**src/rtl/iq_avg_pkg.sv**
```systemverilog
// Shared types and constants for the IQ accumulate-and-dump averager sequencer.
package iq_avg_pkg;

    // Default maximum log2 of frames per average.
    localparam int unsigned AVG_LOG2_MAX_DEF = 10;

    // Sequencer state encoding, also exported in the status word.
    typedef enum logic [1:0] {
        ST_IDLE     = 2'd0,
        ST_WAIT_SOF = 2'd1,
        ST_ACCUM    = 2'd2,
        ST_DONE     = 2'd3
    } seq_state_t;

    // Status word bit positions.
    localparam int unsigned STAT_BUSY_BIT     = 31;
    localparam int unsigned STAT_DONE_BIT     = 30;
    localparam int unsigned STAT_OVF_BIT      = 29;
    localparam int unsigned STAT_TMO_BIT      = 28;
    localparam int unsigned STAT_STATE_LO_BIT = 26;
    localparam int unsigned STAT_STATE_W      = 2;

endpackage

```
**src/rtl/iq_avg_frame_counter.sv**
```systemverilog
// Loadable frame counter with terminal-count compare against 2^n.
// tc is asserted while the count equals 2^n_log2, i.e. the average is complete.
module iq_avg_frame_counter
    import iq_avg_pkg::*;
#(
    parameter int unsigned AVG_LOG2_MAX = AVG_LOG2_MAX_DEF
) (
    input  logic                               clk,
    input  logic                               rst_n,
    input  logic                               clr,
    input  logic                               load,
    input  logic                               inc,
    input  logic [$clog2(AVG_LOG2_MAX+1)-1:0]  n_log2,
    output logic                               tc
);

    // One extra bit so that 2^AVG_LOG2_MAX itself is representable.
    localparam int unsigned CW = AVG_LOG2_MAX + 1;

    logic [CW-1:0] count;

    // Frame count: clear wins over load, load (to 1) wins over increment.
    always_ff @(posedge clk or negedge rst_n) begin
        if (!rst_n) begin
            count <= '0;
        end else if (clr) begin
            count <= '0;
        end else if (load) begin
            count <= CW'(1);
        end else if (inc) begin
            count <= count + CW'(1);
        end
    end

    assign tc = (count == (CW'(1) << n_log2));

endmodule

```
**src/rtl/iq_avg_seq_ctrl.sv**
```systemverilog
// Sequencer for the IQ accumulate-and-dump averager.
// Drives acc_en / acc_clr / dump, counts frames and completed averages,
// flags dump overruns and packs the 32-bit status word.
// Optional macro IQ_AVG_TIMEOUT_EN builds a no-SOF watchdog (status[28]).
module iq_avg_seq_ctrl
    import iq_avg_pkg::*;
#(
    parameter int unsigned AVG_LOG2_MAX = AVG_LOG2_MAX_DEF,
    parameter int unsigned DUMP_CNT_W   = 16,
    parameter int unsigned TIMEOUT_CYC  = 1048576
) (
    input  logic                  user_clk,
    input  logic                  user_rst_n,
    input  logic                  ctrl_start,
    input  logic                  ctrl_abort,
    input  logic [4:0]            cfg_log2_navg,
    input  logic [DUMP_CNT_W-1:0] cfg_ndumps,
    input  logic                  sample_valid,
    input  logic                  frame_sof,
    input  logic                  snap_ready,
    output logic                  acc_en,
    output logic                  acc_clr,
    output logic                  dump,
    output logic [31:0]           status
);

    localparam int unsigned NW = $clog2(AVG_LOG2_MAX + 1);

    // Elaboration-time sanity checks on the configuration.
    if (DUMP_CNT_W > STAT_STATE_LO_BIT) begin : g_bad_dump_cnt_w
        $error("DUMP_CNT_W must not overlap the status flag field");
    end
    if (TIMEOUT_CYC < 1) begin : g_bad_timeout
        $error("TIMEOUT_CYC must be at least 1");
    end

    seq_state_t            state;
    logic                  start_q;
    logic [NW-1:0]         n_lat;
    logic [DUMP_CNT_W-1:0] ndumps_lat;
    logic [DUMP_CNT_W-1:0] dump_cnt;
    logic                  ovf;
    logic                  tmo;

    logic                  start_pulse;
    logic                  qsof;
    logic                  busy;
    logic                  finish;
    logic                  tmo_hit;
    logic [DUMP_CNT_W-1:0] dump_cnt_inc;
    logic [NW-1:0]         n_clamped;

    logic                  fc_clr;
    logic                  fc_load;
    logic                  fc_inc;
    logic                  fc_tc;

    assign start_pulse  = ctrl_start & ~start_q;
    assign qsof         = sample_valid & frame_sof;
    assign busy         = (state == ST_WAIT_SOF) || (state == ST_ACCUM);
    assign dump_cnt_inc = dump_cnt + DUMP_CNT_W'(1);
    // The run ends on the dump that brings the count up to cfg_ndumps; 0 runs forever.
    assign finish       = (ndumps_lat != '0) && (dump_cnt_inc == ndumps_lat);
    assign n_clamped    = (cfg_log2_navg > 5'(AVG_LOG2_MAX)) ? NW'(AVG_LOG2_MAX)
                                                             : cfg_log2_navg[NW-1:0];

    function automatic logic [31:0] pack_status(
        input seq_state_t            s,
        input logic                  ovf_bit,
        input logic                  tmo_bit,
        input logic [DUMP_CNT_W-1:0] cnt
    );
        logic [31:0] w;
        w = '0;
        w[STAT_BUSY_BIT] = (s == ST_WAIT_SOF) || (s == ST_ACCUM);
        w[STAT_DONE_BIT] = (s == ST_DONE);
        w[STAT_OVF_BIT]  = ovf_bit;
        w[STAT_TMO_BIT]  = tmo_bit;
        w[STAT_STATE_LO_BIT +: STAT_STATE_W] = s;
        w[DUMP_CNT_W-1:0] = cnt;
        return w;
    endfunction

`ifdef IQ_AVG_TIMEOUT_EN
    localparam int unsigned TW = $clog2(TIMEOUT_CYC + 1);

    logic [TW-1:0] tmo_cnt;

    // Watchdog: counts busy cycles since the last qualified SOF.
    always_ff @(posedge user_clk or negedge user_rst_n) begin
        if (!user_rst_n) begin
            tmo_cnt <= '0;
        end else if (!busy || qsof || ctrl_abort) begin
            tmo_cnt <= '0;
        end else begin
            tmo_cnt <= tmo_cnt + TW'(1);
        end
    end

    assign tmo_hit = busy && !qsof && (tmo_cnt == TW'(TIMEOUT_CYC - 1));
`else
    assign tmo_hit = 1'b0;
`endif

    // Frame counter control mirrors the FSM decisions made this cycle.
    always_comb begin
        fc_clr  = 1'b0;
        fc_load = 1'b0;
        fc_inc  = 1'b0;
        if (!ctrl_abort && !tmo_hit) begin
            unique case (state)
                ST_IDLE:     fc_clr  = start_pulse;
                ST_WAIT_SOF: fc_load = qsof;
                ST_ACCUM: begin
                    if (qsof) begin
                        if (fc_tc) begin
                            fc_load = ~finish;
                        end else begin
                            fc_inc = 1'b1;
                        end
                    end
                end
                default: ;
            endcase
        end
    end

    iq_avg_frame_counter #(
        .AVG_LOG2_MAX (AVG_LOG2_MAX)
    ) u_frame_counter (
        .clk    (user_clk),
        .rst_n  (user_rst_n),
        .clr    (fc_clr),
        .load   (fc_load),
        .inc    (fc_inc),
        .n_log2 (n_lat),
        .tc     (fc_tc)
    );

    // Sequencer FSM with registered strobes, counters, sticky flags and status.
    always_ff @(posedge user_clk or negedge user_rst_n) begin
        if (!user_rst_n) begin
            state      <= ST_IDLE;
            start_q    <= 1'b0;
            n_lat      <= '0;
            ndumps_lat <= '0;
            dump_cnt   <= '0;
            ovf        <= 1'b0;
            tmo        <= 1'b0;
            acc_en     <= 1'b0;
            acc_clr    <= 1'b0;
            dump       <= 1'b0;
            status     <= '0;
        end else begin
            start_q <= ctrl_start;
            acc_en  <= 1'b0;
            acc_clr <= 1'b0;
            dump    <= 1'b0;
            status  <= pack_status(state, ovf, tmo, dump_cnt);
            if (ctrl_abort) begin
                state <= ST_IDLE;
            end else if (tmo_hit) begin
                state <= ST_IDLE;
                tmo   <= 1'b1;
            end else begin
                unique case (state)
                    ST_IDLE: begin
                        if (start_pulse) begin
                            n_lat      <= n_clamped;
                            ndumps_lat <= cfg_ndumps;
                            dump_cnt   <= '0;
                            ovf        <= 1'b0;
                            tmo        <= 1'b0;
                            state      <= ST_WAIT_SOF;
                        end
                    end
                    ST_WAIT_SOF: begin
                        if (qsof) begin
                            acc_en  <= 1'b1;
                            acc_clr <= 1'b1;
                            state   <= ST_ACCUM;
                        end
                    end
                    ST_ACCUM: begin
                        if (sample_valid) begin
                            acc_en <= 1'b1;
                            if (frame_sof && fc_tc) begin
                                // Dump goes out even when the snapshot buffer is busy.
                                dump     <= 1'b1;
                                dump_cnt <= dump_cnt_inc;
                                if (!snap_ready) begin
                                    ovf <= 1'b1;
                                end
                                if (finish) begin
                                    acc_en <= 1'b0;
                                    state  <= ST_DONE;
                                end else begin
                                    acc_clr <= 1'b1;
                                end
                            end
                        end
                    end
                    ST_DONE: begin
                        if (!ctrl_start) begin
                            state <= ST_IDLE;
                        end
                    end
                    default: state <= ST_IDLE;
                endcase
            end
        end
    end

endmodule

```
**config.mk**
```make
export PLATFORM = sky130hd
export DESIGN_NAME = iq_avg_seq_ctrl
export DESIGN_NICKNAME = d
export VERILOG_FILES = /design/src/rtl/iq_avg_pkg.sv /design/src/rtl/iq_avg_frame_counter.sv /design/src/rtl/iq_avg_seq_ctrl.sv
export SDC_FILE = /design/constraint.sdc
export NUM_CORES = 1
export LEC_CHECK = 0
export ABC_CLOCK_PERIOD_IN_PS = 4400
export CORE_MARGIN = 2
export CORE_UTILIZATION = 39
export DETAILED_ROUTE_END_ITERATION = 8
export DONT_BUFFER_PORTS = 1
export PLACE_DENSITY = 0.52
export SETUP_SLACK_MARGIN = 0.02
export SYNTH_ARGS = -nofsm -noshare
export SYNTH_HDL_FRONTEND = slang
export SYNTH_HIERARCHICAL = 1
export SYNTH_SLANG_ARGS = --single-unit
```
**constraint.sdc**
```tcl
create_clock -name user_clk -period 4.4 [get_ports user_clk]
set_clock_uncertainty 0.05 [all_clocks]
set_input_delay 0.88 -clock user_clk [delete_from_list [all_inputs] [get_ports user_clk]]
set_output_delay 0.88 -clock user_clk [all_outputs]
set_load 0.05 [all_outputs]
```
==> run summary <==
## Critical path
- **list of cells traversed by the critical path** ha_1 -> nand3_1 -> or3_1 -> a31oi_1 -> a31oi_1 -> a31o_1 -> a211oi_1 -> nor3_1 -> nor4b_1 -> nand3_1 -> xor2_1 -> nor2_1
- **r2r endpoint** u_frame_counter/count[8]
- **reg-to-reg startpoint** dump_cnt[0]
- **Worst R2R Setup Slack** 0.68 ns
- **number of cells traversed by the worst register-to-register path** 12
- **family of cells with the greatest summed delay on the critical path** simple AND/OR/NAND/NOR gates
- **required arrival time at the worst endpoint** 4.58 ns
- **endpoint arrival time on the critical path** 3.91 ns
- **start point of the critical path** dump_cnt[0]
- **capturing element type of the critical path** flip-flop
- **slowest CP cell** dfrtp_1
- **combined buffer and inverter count along the critical path** 0
- **CP startpoint kind** flip-flop
- **worst stage delay on the critical path** 0.53 ns
- **critical path class** reg2reg
- **Crit Path Max Fanout** 11

## STA
- **endpoints failing hold** 0
- **Setup TNS Final** 0 ns
- **final critical-path setup slack** 0.675 ns
- **final hold slack** 0.164 ns
- **share of the clock period used by the worst path after layout** 84.7%
- **final count of pins violating max slew** 0
- **worst slew margin relative to its limit** 60.8%
- **Min Clock Period, post-route** 3.72 ns
- **Worst Max-Slew Pin Slew** 0.583 ns
- **max frequency** 0.268 GHz
- **unrepaired setup endpoints after global routing** false
- **final setup violating endpoints** 0

## GRT
- **initial antenna violation count** 0
- **pin count of the biggest net entering global routing** 76
- **number of global-route vias before repair** 2886
- **global-route wire length before repair** 15.0 mm
- **total routing usage reported by global routing** 16.7%
- **total grt overflow** 0

## Yosys
- **cell accounting for the most synthesized area** dfrtp_1
- **synthesized-area fraction occupied by adder cells** 2.10%
- **number of enable flip-flop cells after synthesis** 0
- **number of instances in the synthesized netlist** 406
- **number of storage elements in the synthesis netlist** 75
- **most frequently used flop master after synthesis** dfrtp_1
- **number of distinct standard cells referenced by the synthesized netlist** 70
- **Yosys warning count** 6
- **Avg Cell Area, Syn** 10.3 um2
- **largest cells by area after synthesis** dfrtp_1 (45%), mux2_2 (4.3%), xnor2_1 (3.4%)
- **fraction of the mapped netlist area in simple logic gates** 20.3%
- **largest family of logic cells by synthesized area** simple AND/OR/NAND/NOR gates
- **async set-or-reset flop fraction in the synthesized netlist** 100%
- **Yosys top cell area share** 45.1%
- **cell area after synthesis** 4160 um2
- **Synth top cells by count** dfrtp_1 (75), nor2_1 (32), nand2_1 (31), o21ai_0 (25)
- **fraction of the yosys area taken by sequential cells** 45.1%
- **XOR/XNOR Fraction of Synth Area** 6.10%
- **library cell with the highest instance count after synthesis** dfrtp_1
- **multiplexer area fraction after synthesis** 5.77%
- **post-synthesis compound-gate area fraction** 13.3%

## Floorplanning
- **height of the die** 107 um
- **std cell rows** 37
- **Core Footprint** 10300 um2
- **effective utilization at floorplan** 40.3%
- **DIE AREA** 11500 um2
- **total I/O pin count** 63
- **DIE WIDTH** 107 um

## Clock tree
- **Post CTS Setup Buffer Count** 0
- **number of buffers added by the clock tree synthesis step** 9
- **CTS H-tree lvls** 3
- **latest clock arrival within the worst-skew pair** 0.35 ns
- **cell chosen for the clock root** clkbuf_8
- **post-cts hold buffer count** 0
- **post-CTS sizing** 0
- **clock-pin slew on the worst setup and hold paths** 0.08 ns
- **CTS tree** done
- **# clock sinks** 75
- **deepest clock path buffer count** 2

## Power
- **total power** 2.21 mW
- **peak ir drop on the vdd network** 343 uV
- **leak pwr** 1.78 nW
- **total power density per cell area** 509 nW/um2

## Route
- **first-pass iteration count of the detailed router** 4
- **detail-routed net length per standard cell** 16.7 um
- **mean number of vias per cell** 5.51
- **number of vias after detailed routing** 2970
- **drt initial violations** 171
- **wire length reported by the detailed router** 9.00 mm
- **post-detailed-route DRC marker count** 0
- **Post-DRT Antenna Nets** 0

## Job
- **MaxCap Viol Count** 0

## Placed design
- **cell total after placement** 523
- **Place WS** 0.695 ns
- **post-DP HPWL** 6.53 mm
- **area post-placement** 4160 um2
- **input/output buffers** 0
- **global placer's final weighted congestion** 0.830

## Finish
- **FF+latch area** 1880 um2
- **Area growth, synth to finish** 4.57%
- **share of the core filled with cells** 42.2%
- **final layout net count** 433
- **diodes inserted** 0
- **Design Area, Final** 4350 um2
- **number of standard cells in the final layout excluding fillers** 539
- **area of the multi-input gates** 2030 um2
- **proportion of layout cells with a drive suffix above 1** 13.9%
- **fill cell instance count of the final layout** 1020

## Min path
- **path type of the worst min-delay path** in2async

## Outcome
- **result of the run** completed

## worst max path at each step
stage	end	slack (ns)	cells past startpoint
after floorplan	u_frame_counter/count[8]	1.24	14
after global placement	u_frame_counter/count[8]	0.81	12
after detailed placement	u_frame_counter/count[8]	0.69	12
after CTS	u_frame_counter/count[8]	0.66	12
after global routing	u_frame_counter/count[8]	0.29	12
final	u_frame_counter/count[8]	0.68	12
## layout make-up
type / count / share of cell area (%)
repair buffers: 5 / 0.862
clock inverters: 4 / 1.15
inverters: 12 / 1.03
well taps: 136 / 3.91
multi-input cells: 295 / 46.6
clock buffers: 12 / 3.33
flip-flops and latches: 75 / 43.1
## worst register-to-register path, stage by stage (launching register included)
cell      delay (ns)
dfrtp_1         0.53
ha_1            0.41
nand3_1         0.37
or3_1           0.47
a31oi_1         0.17
a31oi_1         0.09
a31o_1          0.26
a211oi_1        0.34
nor3_1          0.13
nor4b_1         0.45
nand3_1         0.15
xor2_1          0.14
nor2_1          0.05
## state kept, by name (all words and copies together) (netlist names)
name,count
u_frame_counter/count,11
n_lat,4
dump_cnt,16
dump,1
state,2
status,21
acc_clr,1
ndumps_lat,16
ovf,1
start_q,1
acc_en,1
## where the power goes
group / internal (mW) / switching (mW)
combinational: 0.297 / 0.343
sequential: 0.810 / 0.236
clock: 0.277 / 0.251
## layout by cell type, fill, tap and decap left out, drive strengths merged, types with 4 or more instances in the layout
cell / netlist / layout
and3: 4 / 4
mux2i: 6 / 6
dfrtp: 75 / 75
buf: 17 / 5
nand2b: 6 / 6
a31oi: 4 / 4
nand2: 32 / 32
a21oi: 10 / 10
or3: 7 / 7
o31ai: 6 / 6
o41ai: 7 / 7
xnor2: 16 / 16
ha: 7 / 7
mux2: 16 / 16
nor4: 11 / 11
inv: 12 / 12
o21ai: 25 / 25
xor2: 13 / 13
nand3: 15 / 15
clkbuf: 16 / 12
nor3b: 4 / 4
a211oi: 4 / 4
nor2: 32 / 32
nand4: 9 / 9
nor3: 8 / 8
conb: 1 / 11
## per-layer routing
| metal | vias to the layer above | global-route usage, % | part of all wire, % |
|---|---|---|---|
| met3 | 9 | 3.69 | 5.8 |
| met4 | 0 | 5.94 | 1.3 |
| met1 | 1436 | 24.0 | 49 |
| met2 | 92 | 24.6 | 44 |
| li1 | 1433 | - | - |
| met5 | - | 0 | 0 |
## cell families (layout without fill, tap and decap cells)
kind of cell	count (synthesis)	after routing
buffers and inverters	46	33
multiplexers	22	22
XOR/XNOR	29	29
AND/OR/NAND/NOR	148	148
adder cells (fa/ha/maj)	7	7
AO/OA/AOI/OAI	78	78
other	1	11
flip-flops	75	75
Power figures use the tool's default switching activity.
